==> src/rtl/dcache_l2req_arb_pkg.sv <==
// Shared types for the dcache L1->L2 request arbiter: request field types,
// the grouped request-field struct and the round-robin side encoding.
package dcache_l2req_arb_pkg;

  localparam int NIDS_DEF = 16;
  localparam int IDW_DEF  = 5;

  typedef logic [IDW_DEF-1:0] l1_reqid_t;
  typedef logic [2:0]         sc_cmd_t;
  typedef logic [12:0]        sc_pcsign_t;
  typedef logic [11:0]        sc_poffset_t;
  typedef logic [2:0]         sc_ppaddr_t;

  // Everything a miss path hands to L2 apart from the allocated id.
  typedef struct packed {
    sc_cmd_t     cmd;
    sc_pcsign_t  pcsign;
    sc_poffset_t poffset;
    sc_ppaddr_t  ppaddr;
  } dc_l2req_fields_t;

  // Which requester wins the next tie.
  typedef enum logic {
    RR_LD = 1'b0,
    RR_ST = 1'b1
  } rr_side_e;

endpackage

==> src/rtl/dcache_id_pool.sv <==
// L1 request-id pool: free bitmap, lowest-free allocation, outstanding counter.
// An id freed in one cycle becomes allocatable in the next, because allocation
// looks only at the registered bitmap.
module dcache_id_pool #(
  parameter int NIDS = 16,
  parameter int IDW  = 5
) (
  input  logic           clk,
  input  logic           reset,
  input  logic           alloc,
  input  logic           free_valid,
  input  logic [IDW-1:0] free_l1id,
  output logic [IDW-1:0] alloc_id,
  output logic           empty,
  output logic [IDW:0]   outstanding
);

  logic [NIDS-1:0] bitmap_q;
  logic [NIDS-1:0] bitmap_d;
  logic [NIDS-1:0] alloc_oh;
  logic [NIDS-1:0] free_oh;
  logic            alloc_ok;
  logic            free_ok;
  logic [IDW:0]    outstanding_q;

  assign empty       = (bitmap_q == '0);
  assign alloc_ok    = alloc && !empty;
  assign outstanding = outstanding_q;

  // Lowest free id: isolate the least significant set bit, then encode it.
  always_comb begin
    // NOTE: every always_comb output gets a default first so no path can infer a latch.
    alloc_id = '0;
    alloc_oh = bitmap_q & (~bitmap_q + NIDS'(1));
    for (int i = 0; i < NIDS; i++) begin
      if (alloc_oh[i]) alloc_id = IDW'(i);
    end
  end

  // Decode the retire request; ids out of range or already free are dropped.
  always_comb begin
    free_oh = '0;
    for (int i = 0; i < NIDS; i++) begin
      free_oh[i] = free_valid && (free_l1id == IDW'(i));
    end
    free_ok = |(free_oh & ~bitmap_q);
  end

  // Next bitmap: clear the allocated bit, set the retired bit (never the same id).
  always_comb begin
    bitmap_d = bitmap_q;
    if (alloc_ok) bitmap_d = bitmap_d & ~alloc_oh;
    if (free_ok)  bitmap_d = bitmap_d | free_oh;
  end

  // Bitmap and outstanding counter registers.
  always_ff @(posedge clk) begin
    // NOTE: sequential state uses non-blocking assignments so every register samples pre-edge values.
    if (reset) begin
      bitmap_q      <= '1;
      outstanding_q <= '0;
    end else begin
      bitmap_q      <= bitmap_d;
      outstanding_q <= outstanding_q + (IDW+1)'(alloc_ok) - (IDW+1)'(free_ok);
    end
  end

endmodule

==> src/rtl/dcache_l2req_arb.sv <==
// Arbitrates the dcache load-miss and store-miss paths onto the single
// L1->L2 request channel, tagging each request with an L1 request id.
// Optional statistics counters are enabled with DCACHE_L2REQ_STATS_EN.
module dcache_l2req_arb
  import dcache_l2req_arb_pkg::*;
#(
  parameter int NIDS = 16,
  parameter int IDW  = 5
) (
  input  logic           clk,
  input  logic           reset,

  input  logic           ldmiss_valid,
  output logic           ldmiss_retry,
  input  logic [2:0]     ldmiss_cmd,
  input  logic [12:0]    ldmiss_pcsign,
  input  logic [11:0]    ldmiss_poffset,
  input  logic [2:0]     ldmiss_ppaddr,
  output logic [IDW-1:0] ldmiss_l1id,

  input  logic           stmiss_valid,
  output logic           stmiss_retry,
  input  logic [2:0]     stmiss_cmd,
  input  logic [12:0]    stmiss_pcsign,
  input  logic [11:0]    stmiss_poffset,
  input  logic [2:0]     stmiss_ppaddr,
  output logic [IDW-1:0] stmiss_l1id,

  output logic           l1tol2_req_valid,
  input  logic           l1tol2_req_retry,
  output logic [IDW-1:0] l1tol2_req_l1id,
  output logic [2:0]     l1tol2_req_cmd,
  output logic [12:0]    l1tol2_req_pcsign,
  output logic [11:0]    l1tol2_req_poffset,
  output logic [2:0]     l1tol2_req_ppaddr,

  input  logic           free_valid,
  input  logic [IDW-1:0] free_l1id,
  output logic [IDW:0]   ids_outstanding,
  output logic           ids_empty
`ifdef DCACHE_L2REQ_STATS_EN
  ,
  output logic [15:0]    stat_noid_cycles,
  output logic [15:0]    stat_l2stall_cycles
`endif
);

  dc_l2req_fields_t ld_fields;
  dc_l2req_fields_t st_fields;
  dc_l2req_fields_t oreg_fields;
  logic             oreg_valid;
  logic [IDW-1:0]   oreg_id;
  logic             oreg_free;
  logic             can_alloc;
  logic             ld_gnt;
  logic             st_gnt;
  logic [IDW-1:0]   alloc_id;
  rr_side_e         rr_q;
  rr_side_e         rr_d;

  assign ld_fields = '{cmd: ldmiss_cmd, pcsign: ldmiss_pcsign,
                       poffset: ldmiss_poffset, ppaddr: ldmiss_ppaddr};
  assign st_fields = '{cmd: stmiss_cmd, pcsign: stmiss_pcsign,
                       poffset: stmiss_poffset, ppaddr: stmiss_ppaddr};

  // The slot can take a new request if empty or draining this cycle.
  assign oreg_free = !oreg_valid || !l1tol2_req_retry;
  assign can_alloc = oreg_free && !ids_empty;

  dcache_id_pool #(
    .NIDS (NIDS),
    .IDW  (IDW)
  ) u_id_pool (
    .clk         (clk),
    .reset       (reset),
    .alloc       (ld_gnt || st_gnt),
    .free_valid  (free_valid),
    .free_l1id   (free_l1id),
    .alloc_id    (alloc_id),
    .empty       (ids_empty),
    .outstanding (ids_outstanding)
  );

  // Round-robin pointer register.
  always_ff @(posedge clk) begin
    if (reset) rr_q <= RR_LD;
    else       rr_q <= rr_d;
  end

  // Grant selection, per-side retry and id echo; the pointer flips only on a tie.
  always_comb begin
    ld_gnt = 1'b0;
    st_gnt = 1'b0;
    rr_d   = rr_q;
    if (!reset && can_alloc) begin
      if (ldmiss_valid && stmiss_valid) begin
        if (rr_q == RR_LD) ld_gnt = 1'b1;
        else               st_gnt = 1'b1;
        rr_d = (rr_q == RR_LD) ? RR_ST : RR_LD;
      end else begin
        ld_gnt = ldmiss_valid;
        st_gnt = stmiss_valid;
      end
    end
    ldmiss_retry = !reset && ldmiss_valid && !ld_gnt;
    stmiss_retry = !reset && stmiss_valid && !st_gnt;
    ldmiss_l1id  = ld_gnt ? alloc_id : '0;
    stmiss_l1id  = st_gnt ? alloc_id : '0;
  end

  // Output slot: load on grant, hold while L2 retries, empty after a transfer.
  always_ff @(posedge clk) begin
    if (reset) begin
      oreg_valid  <= 1'b0;
      oreg_id     <= '0;
      oreg_fields <= '0;
    end else if (ld_gnt || st_gnt) begin
      oreg_valid  <= 1'b1;
      oreg_id     <= alloc_id;
      oreg_fields <= ld_gnt ? ld_fields : st_fields;
    end else if (oreg_valid && !l1tol2_req_retry) begin
      oreg_valid  <= 1'b0;
    end
  end

  assign l1tol2_req_valid   = oreg_valid;
  assign l1tol2_req_l1id    = oreg_id;
  assign l1tol2_req_cmd     = oreg_fields.cmd;
  assign l1tol2_req_pcsign  = oreg_fields.pcsign;
  assign l1tol2_req_poffset = oreg_fields.poffset;
  assign l1tol2_req_ppaddr  = oreg_fields.ppaddr;

`ifdef DCACHE_L2REQ_STATS_EN
  // Saturating event counters: starved-of-ids cycles and L2 stall cycles.
  always_ff @(posedge clk) begin
    if (reset) begin
      stat_noid_cycles    <= '0;
      stat_l2stall_cycles <= '0;
    end else begin
      if ((ldmiss_valid || stmiss_valid) && ids_empty && (stat_noid_cycles != '1))
        stat_noid_cycles <= stat_noid_cycles + 16'd1;
      if (l1tol2_req_valid && l1tol2_req_retry && (stat_l2stall_cycles != '1))
        stat_l2stall_cycles <= stat_l2stall_cycles + 16'd1;
    end
  end
`endif

endmodule

==> config.mk <==
export PLATFORM = sky130hd
export DESIGN_NAME = dcache_l2req_arb
export DESIGN_NICKNAME = d
export VERILOG_FILES = /design/src/rtl/dcache_l2req_arb_pkg.sv /design/src/rtl/dcache_id_pool.sv /design/src/rtl/dcache_l2req_arb.sv
export SDC_FILE = /design/constraint.sdc
export NUM_CORES = 1
export LEC_CHECK = 0
export BUFFER_PORTS_ARGS = -buffer_cell sky130_fd_sc_hd__clkbuf_2
export CAP_MARGIN = 20
export CORE_MARGIN = 3
export CORE_UTILIZATION = 46
export DETAILED_ROUTE_END_ITERATION = 16
export PLACE_DENSITY = 0.77
export SETUP_SLACK_MARGIN = 0.05
export SLEW_MARGIN = 20
export SYNTH_ARGS = -nofsm -noshare
export SYNTH_HDL_FRONTEND = slang
export SYNTH_SLANG_ARGS = --single-unit
==> constraint.sdc <==
create_clock -name clk -period 2.6 [get_ports clk]
set_input_delay 0.26 -clock clk [delete_from_list [all_inputs] [get_ports clk]]
set_output_delay 0.26 -clock clk [all_outputs]
set_load 0.1 [all_outputs]
# After elaboration in Yosys (flattened, before gate mapping)
# Index checks and enable logic that the tools add are counted.
[word_totals]
out_inout_bits = 56
wordCells = 99
regBits = 60
in_bits = 73
[op_classes]
add_sub_neg = 3
n_reduce_logical = 38
muxes = 28
n_bitwise = 6
n_eq_ne = 15
[op_table]
columns = ["cell", "count"]
rows = [
  ["bitwise AND 16 bit", 3],
  ["equality test 5 x 4 -> 1 bit (second input constant)", 8],
  ["2-to-1 mux 16 bit", 2],
  ["2-to-1 mux 4 bit", 8],
  ["inverter 16 bit", 2],
  ["2-to-1 mux 31 bit", 1],
  ["logical AND 1 bit", 25],
  ["equality test 5 x 3 -> 1 bit (second input constant)", 4],
  ["adder 16 x 1 -> 16 bit (second input constant)", 1],
  ["zero test 16 bit", 1],
  ["bitwise OR 16 bit", 1],
  ["OR reduction 16 bit", 1],
  ["2-to-1 mux 3 bit", 4],
  ["equality test 5 x 2 -> 1 bit (second input constant)", 2],
  ["2-to-1 mux 5 bit", 2],
  ["2-to-1 mux 1 bit", 9],
  ["adder 6 x 1 -> 6 bit", 1],
  ["zero test 1 bit", 6],
  ["subtractor 6 x 1 -> 6 bit", 1],
  ["equality test 5 x 1 -> 1 bit (second input constant)", 1],
  ["zero test 5 bit", 1],
  ["2-to-1 mux 2 bit", 2],
  ["logical OR 1 bit", 2],
  ["AND reduction 2 bit", 1],
  ["nonzero test 2 bit", 1],
]

# Logic depth before layout (Yosys ltp)
[logic_depth]
ltp_word = 19
mapped_depth = 13
depth_no_buf = 12

# Cells and area by module
# A second synthesis with hierarchy kept.
[hier_totals]
cells_unflattened = 418
area_unflattened_um2 = 3444.6
[modules_own_cells]
columns = ["module", "area_per_inst_um2", "instances", "cells_per_inst", "seq_area_each_um2"]
rows = [
  ["dcache_l2req_arb", 1933.1, 1, 234, 760.7],
  ["dcache_id_pool", 1511.4, 1, 184, 440.4],
]

# Least setup slack after synthesis
# Ideal clock, no wire load.
[synth_path]
kind = "reg2out"
startpoint = "reg oreg_valid (netlist: l1tol2_req_valid)"
endpoint = "out ldmiss_l1id[1]"
path_stages_with_launch = 7
setup_slack_ns = -0.810
n_path_buf = 2
arrival_time_ns = 3.150
required_time_ns = 2.340
cell_sequence = "dfxtp_1 -> a21oi_2 -> nand3_1 -> or2b_1 -> buf_4 -> buf_4 -> a21oi_1"
[synth_between]
elab_chain_cells = 6
[synth_rtl]
columns = ["element", "line_no", "source"]
rows = [
  ["start: declaration", "dcache_l2req_arb.sv:51", "logic oreg_valid;"],
  ["start signal: assignment", "dcache_l2req_arb.sv:114", "oreg_valid <= 1'b0;"],
  ["start signal: assignment", "dcache_l2req_arb.sv:118", "oreg_valid <= 1'b1;"],
  ["start signal: assignment", "dcache_l2req_arb.sv:122", "oreg_valid <= 1'b0;"],
  ["zero test 1 bit", "dcache_l2req_arb.sv:67", "assign oreg_free = !oreg_valid || !l1tol2_req_retry;"],
  ["logical OR 1 bit", "dcache_l2req_arb.sv:67", ""],
  ["logical AND 1 bit", "dcache_l2req_arb.sv:68", "assign can_alloc = oreg_free && !ids_empty;"],
  ["logical AND 1 bit", "dcache_l2req_arb.sv:95", "if (!reset && can_alloc) begin"],
  ["2-to-1 mux 1 bit", "dcache_l2req_arb.sv:95", ""],
  ["2-to-1 mux 5 bit", "dcache_l2req_arb.sv:107", "ldmiss_l1id = ld_gnt ? alloc_id : '0;"],
  ["end: declaration", "dcache_l2req_arb.sv:19", "output logic [IDW-1:0] ldmiss_l1id,"],
]
# No other way between the ends.

# Worst setup path in the final report
[layout_path]
startpoint = "in free_l1id[0]"
endpoint = "reg u_id_pool.outstanding_q[4] (netlist: u_id_pool.outstanding[4])"
[layout_between]
elab_chain_cells = 5
word_cells_on_any_way = 35
cone_classes = "1 x add/sub; 15 x eq/ne; 1 x bitwise; 18 x reduce/logical"
[layout_rtl]
columns = ["element", "line_no", "source"]
rows = [
  ["start: declaration", "dcache_l2req_arb.sv:38", "input logic [IDW-1:0] free_l1id,"],
  ["equality test 5 x 1 -> 1 bit (tied with other cells)", "dcache_id_pool.sv:44", "free_oh[i] = free_valid && (free_l1id == IDW'(i));"],
  ["logical AND 1 bit", "dcache_id_pool.sv:44", ""],
  ["bitwise AND 16 bit (*)", "dcache_id_pool.sv:46", "free_ok = |(free_oh & ~bitmap_q);"],
  ["OR reduction 16 bit (*)", "dcache_id_pool.sv:46", ""],
  ["subtractor 6 x 1 -> 6 bit (*)", "dcache_id_pool.sv:64", "outstanding_q <= outstanding_q + (IDW+1)'(alloc_ok) - (IDW+1)'(free_ok);"],
  ["end signal: assignment", "dcache_id_pool.sv:64", ""],
  ["end: declaration", "dcache_id_pool.sv:24", "logic [IDW:0] outstanding_q;"],
]
# Every way passes the cells marked *; elsewhere a longest branch is shown, timed or not.
# A chain may end at the register's enable or synchronous reset.

==> summary by stage <==
Timing
Setup violations remaining at the end of the flow were counted as 1. The transition at the pin with the smallest max-transition slack is 0.760 ns. The tightest slew margin relative to the limit is 0.487. The post-route clock skew is 0.0146 ns. In the finished design, the share of the clock period the worst path needs comes to 1.00. The post-layout worst setup margin is -0.00737 ns. The final total negative setup slack is -0.00737 ns. The post-route minimum period is 2.61 ns.

Setup repair after global routing could not meet its margin everywhere. The final count of pins violating max slew was 0. The number of hold violations in the final report was 0. For this run, the top clock speed supported by timing is 0.384 GHz.

Power and ir drop
The sum of internal, switching and leakage power is 3330 uW. The power per cell area is 636 mW/mm^2. The clock share of power is 0.271. Across the VDD grid, the largest voltage drop is 0.000343 V. The static leakage is 0.00210 uW. The reported net switching power is 1410 uW.

The internal power is 1920 uW. Of the total power, combinational logic draws 0.417. The share of total power dissipated in sequential elements is 0.313. Of the total power, the share spent switching nets is 0.424.

Synthesis
The count of state elements after synthesis is 59. The synthesized area per cell is 9.02 um^2. The share of async-settable or async-resettable flops after synthesis is 0. The prevailing post-synth register cell is dfxtp_1. The number of enable-type register cells in the synthesized netlist is 0. The number of distinct library cells after synthesis is 58.

During synthesis, Yosys emitted a total of 0 warnings. After synthesis the cells add up to 0.00375 mm^2. Synthesis handed over a netlist of 416 instances. The share of the Yosys chip area taken by registers is 0.315.

Placed design
The congestion estimate from routability-driven global placement came to 0.938. The HPWL reported at the end of detailed placement is 8.08 mm. The cell total after placement is 643. The port buffer count is 125.

The worst setup slack before clock tree synthesis is -0.224 ns.

Route
Detailed routing inserted a total of 3951 vias. The per-cell routed wire length is 17.3 um. The detailed router's first-iteration violation count is 199. The remaining routing DRC violations is 0. The first-pass detailed-route iteration total is 5. The number of routed nets with antenna violations is 0. For this block, the routed nets add up to 11.5 mm of wire. The mean number of vias per cell is 5.94.

Clock tree
The TritonCTS clock tree is yes. Clock tree synthesis inserted a total of 9 buffers. The later pin in the worst-skew pair is clocked with a latency of 0.34 ns.

In this run the clock root is driven by a clkbuf_8. After clock tree synthesis, the clock-pin slew on the worst setup and hold paths is 0.08 ns. The count of clock tree sinks is 59. The H-tree was split into 3 levels. No sink is reached through more buffers than the 2 on the longest clock path. Buffers inserted to repair hold after CTS numbered 0.

Floorplanning
The horizontal die dimension is 96.3 um. The number of I/O pins is 129. The y dimension of the die is 96.3 um. The die covers 0.00927 mm^2. The floorplan step defined a core boundary enclosing 0.00781 mm^2. The initial utilization of the core area, before any placement, comes to 0.480. The row count is 32.

Finish
0 antenna diodes ended up in the layout. The number of nets in the layout is 639. The finished layout holds 665 standard cells, fillers aside.

The ratio of cells with drive above 1 in the final layout is 0.510. The utilization after layout is 0.670. The most common library cell in the layout ignoring fill and taps is clkbuf_2.

Compared with the post-synthesis result, the final layout area differs by 39.4%. The library cells used most frequently in the layout, excluding fill and tap cells, are clkbuf_2, dfxtp_1, nor3_1, buf_4, o21ai_0.

Worst setup path
The reg2reg setup slack is 0 ns. For the worst setup path, the data arrival time is 2.83 ns. The largest driver fanout on the critical path is 5. For the worst setup path, the data required time is 2.82 ns.

The kind of end point of the critical path is a flip-flop. The worst setup path is launched from an input port. The category of the most critical setup path is in2reg.

Status
The final reports fail on negative setup slack. The run finished, with violations left.

Global route
The first global-routing pass estimated 17.6 mm of wire. The number of global-route vias before repair is 3683. Entering global routing, the biggest net connects 96 pins. The aggregate global-route resource usage is 0.241. Global routing finished with a remaining overflow of 0. The initial antenna violation count is 0.

Job
The tool flagged a number of max-cap violations equal to 0.

Hold path
The class of the most critical hold timing path is in2reg.
routing by layer:
layer / wire length [um] / up-vias / global-route usage / share of wire
met2: 5350 / 203 / 0.368 / 0.47
met4: 347 / 0 / 0.102 / 0.030
li1: - / 1876 / - / -
met5: 0 / - / 0 / 0
met1: 4780 / 1841 / 0.322 / 0.42
met3: 1000 / 31 / 0.0610 / 0.087
cell families after synthesis:
logic type | count (synthesis) | synth area share
and+or+nand+nor | 157 | 0.271
AOI/OAI and AO/OA | 127 | 0.286
DFF | 59 | 0.315
buffers and inverters | 58 | 0.0837
adders and majority gates | 7 | 0.0253
xor gates and xnor gates | 4 | 0.00934
muxes | 3 | 0.00867
other | 1 | 0.00100
worst max-delay path: stages:
cell and delay, ns:
clkbuf_2 0.10, or3b_4 0.44, a2111oi_2 0.39, o31ai_1 0.15
o211ai_1 0.17, ha_1 0.20, inv_2 0.05, ha_4 0.16
fa_2 0.36, a21o_1 0.19, a21oi_2 0.13, xor2_1 0.17
nor2_1 0.07
synthesized netlist by cell type, drive strengths merged, types with 3 or more instances:
cell type | n | share of area
inv | 15 | 0.016
or3b | 33 | 0.077
nand3 | 7 | 0.011
xnor2 | 3 | 0.0070
a211oi | 4 | 0.0080
dfxtp | 59 | 0.31
clkbuf | 19 | 0.020
nor3 | 43 | 0.059
o31ai | 5 | 0.010
and3 | 3 | 0.0050
nand2b | 4 | 0.0067
a211o | 3 | 0.0070
nor2 | 26 | 0.026
a31oi | 6 | 0.010
nor4 | 7 | 0.028
or4 | 5 | 0.010
o21ai | 41 | 0.055
nand2 | 13 | 0.013
a21o | 3 | 0.0060
a311oi | 33 | 0.13
ha | 6 | 0.020
buf | 24 | 0.048
a21oi | 14 | 0.020
nor2b | 7 | 0.012
o221ai | 3 | 0.0070
area by class of cell:
type / count / area (um^2)
fill: 615 / 2580
multi-input combinational: 301 / 2440
inverter: 15 / 58.8
timing repair buffer: 173 / 1200
tap: 102 / 128
clock buffer: 10 / 128
sequential: 59 / 1190
clock inverter: 5 / 78.8
timing repair:
item / CTS / global route
resized for setup: 3 / 25
gates cloned: 0 / 1
buffers inserted: 1 / 5
pin swaps: 1 / 13
setup endpoints to repair: 6 / 10
final timing paths:
check | start | to | depth (start not counted)
setup / recovery | free_l1id[0] | u_id_pool.outstanding[4]$_SDFF_PP0_ | 13
hold / removal | l1tol2_req_retry | l1tol2_req_valid$_SDFFE_PP0P_ | 3
setup reg to reg | u_id_pool.bitmap_q[0]$_SDFF_PP1_ | u_id_pool.outstanding[4]$_SDFF_PP0_ | 12
hold reg to reg | l1tol2_req_l1id[2]$_SDFFE_PP0N_ | l1tol2_req_l1id[2]$_SDFFE_PP0N_ | 2
stage by stage:
| stage | instance area [um^2] | hold slack [ns] |
|---|---|---|
| after floorplan | 3840 | 0.397 |
| after detailed placement | 4840 | 0.460 |
| after global routing | 5230 | 0.179 |
| final | 5230 | 0.195 |
| after global placement | 4840 | 0.450 |
| after CTS | 5060 | 0.179 |
power groups by stage:
stage	clock, uW	sequential (uW)	combinational (uW)
finish	901	1040	1390
global route	962	1050	1460
CTS	918	1040	1350
detailed placement	0	1060	1340
global placement	0	1060	1310
floorplan	0	1610	495
flip-flops by register name, indices dropped and copies added (netlist names):
signal / cells
l1tol2_req_poffset: 12
l1tol2_req_l1id: 4
u_id_pool.bitmap_q: 16
l1tol2_req_cmd: 3
l1tol2_req_pcsign: 13
l1tol2_req_ppaddr: 3
rr_q: 1
u_id_pool.outstanding: 6
l1tol2_req_valid: 1
(Power assumes the default switching activity.)
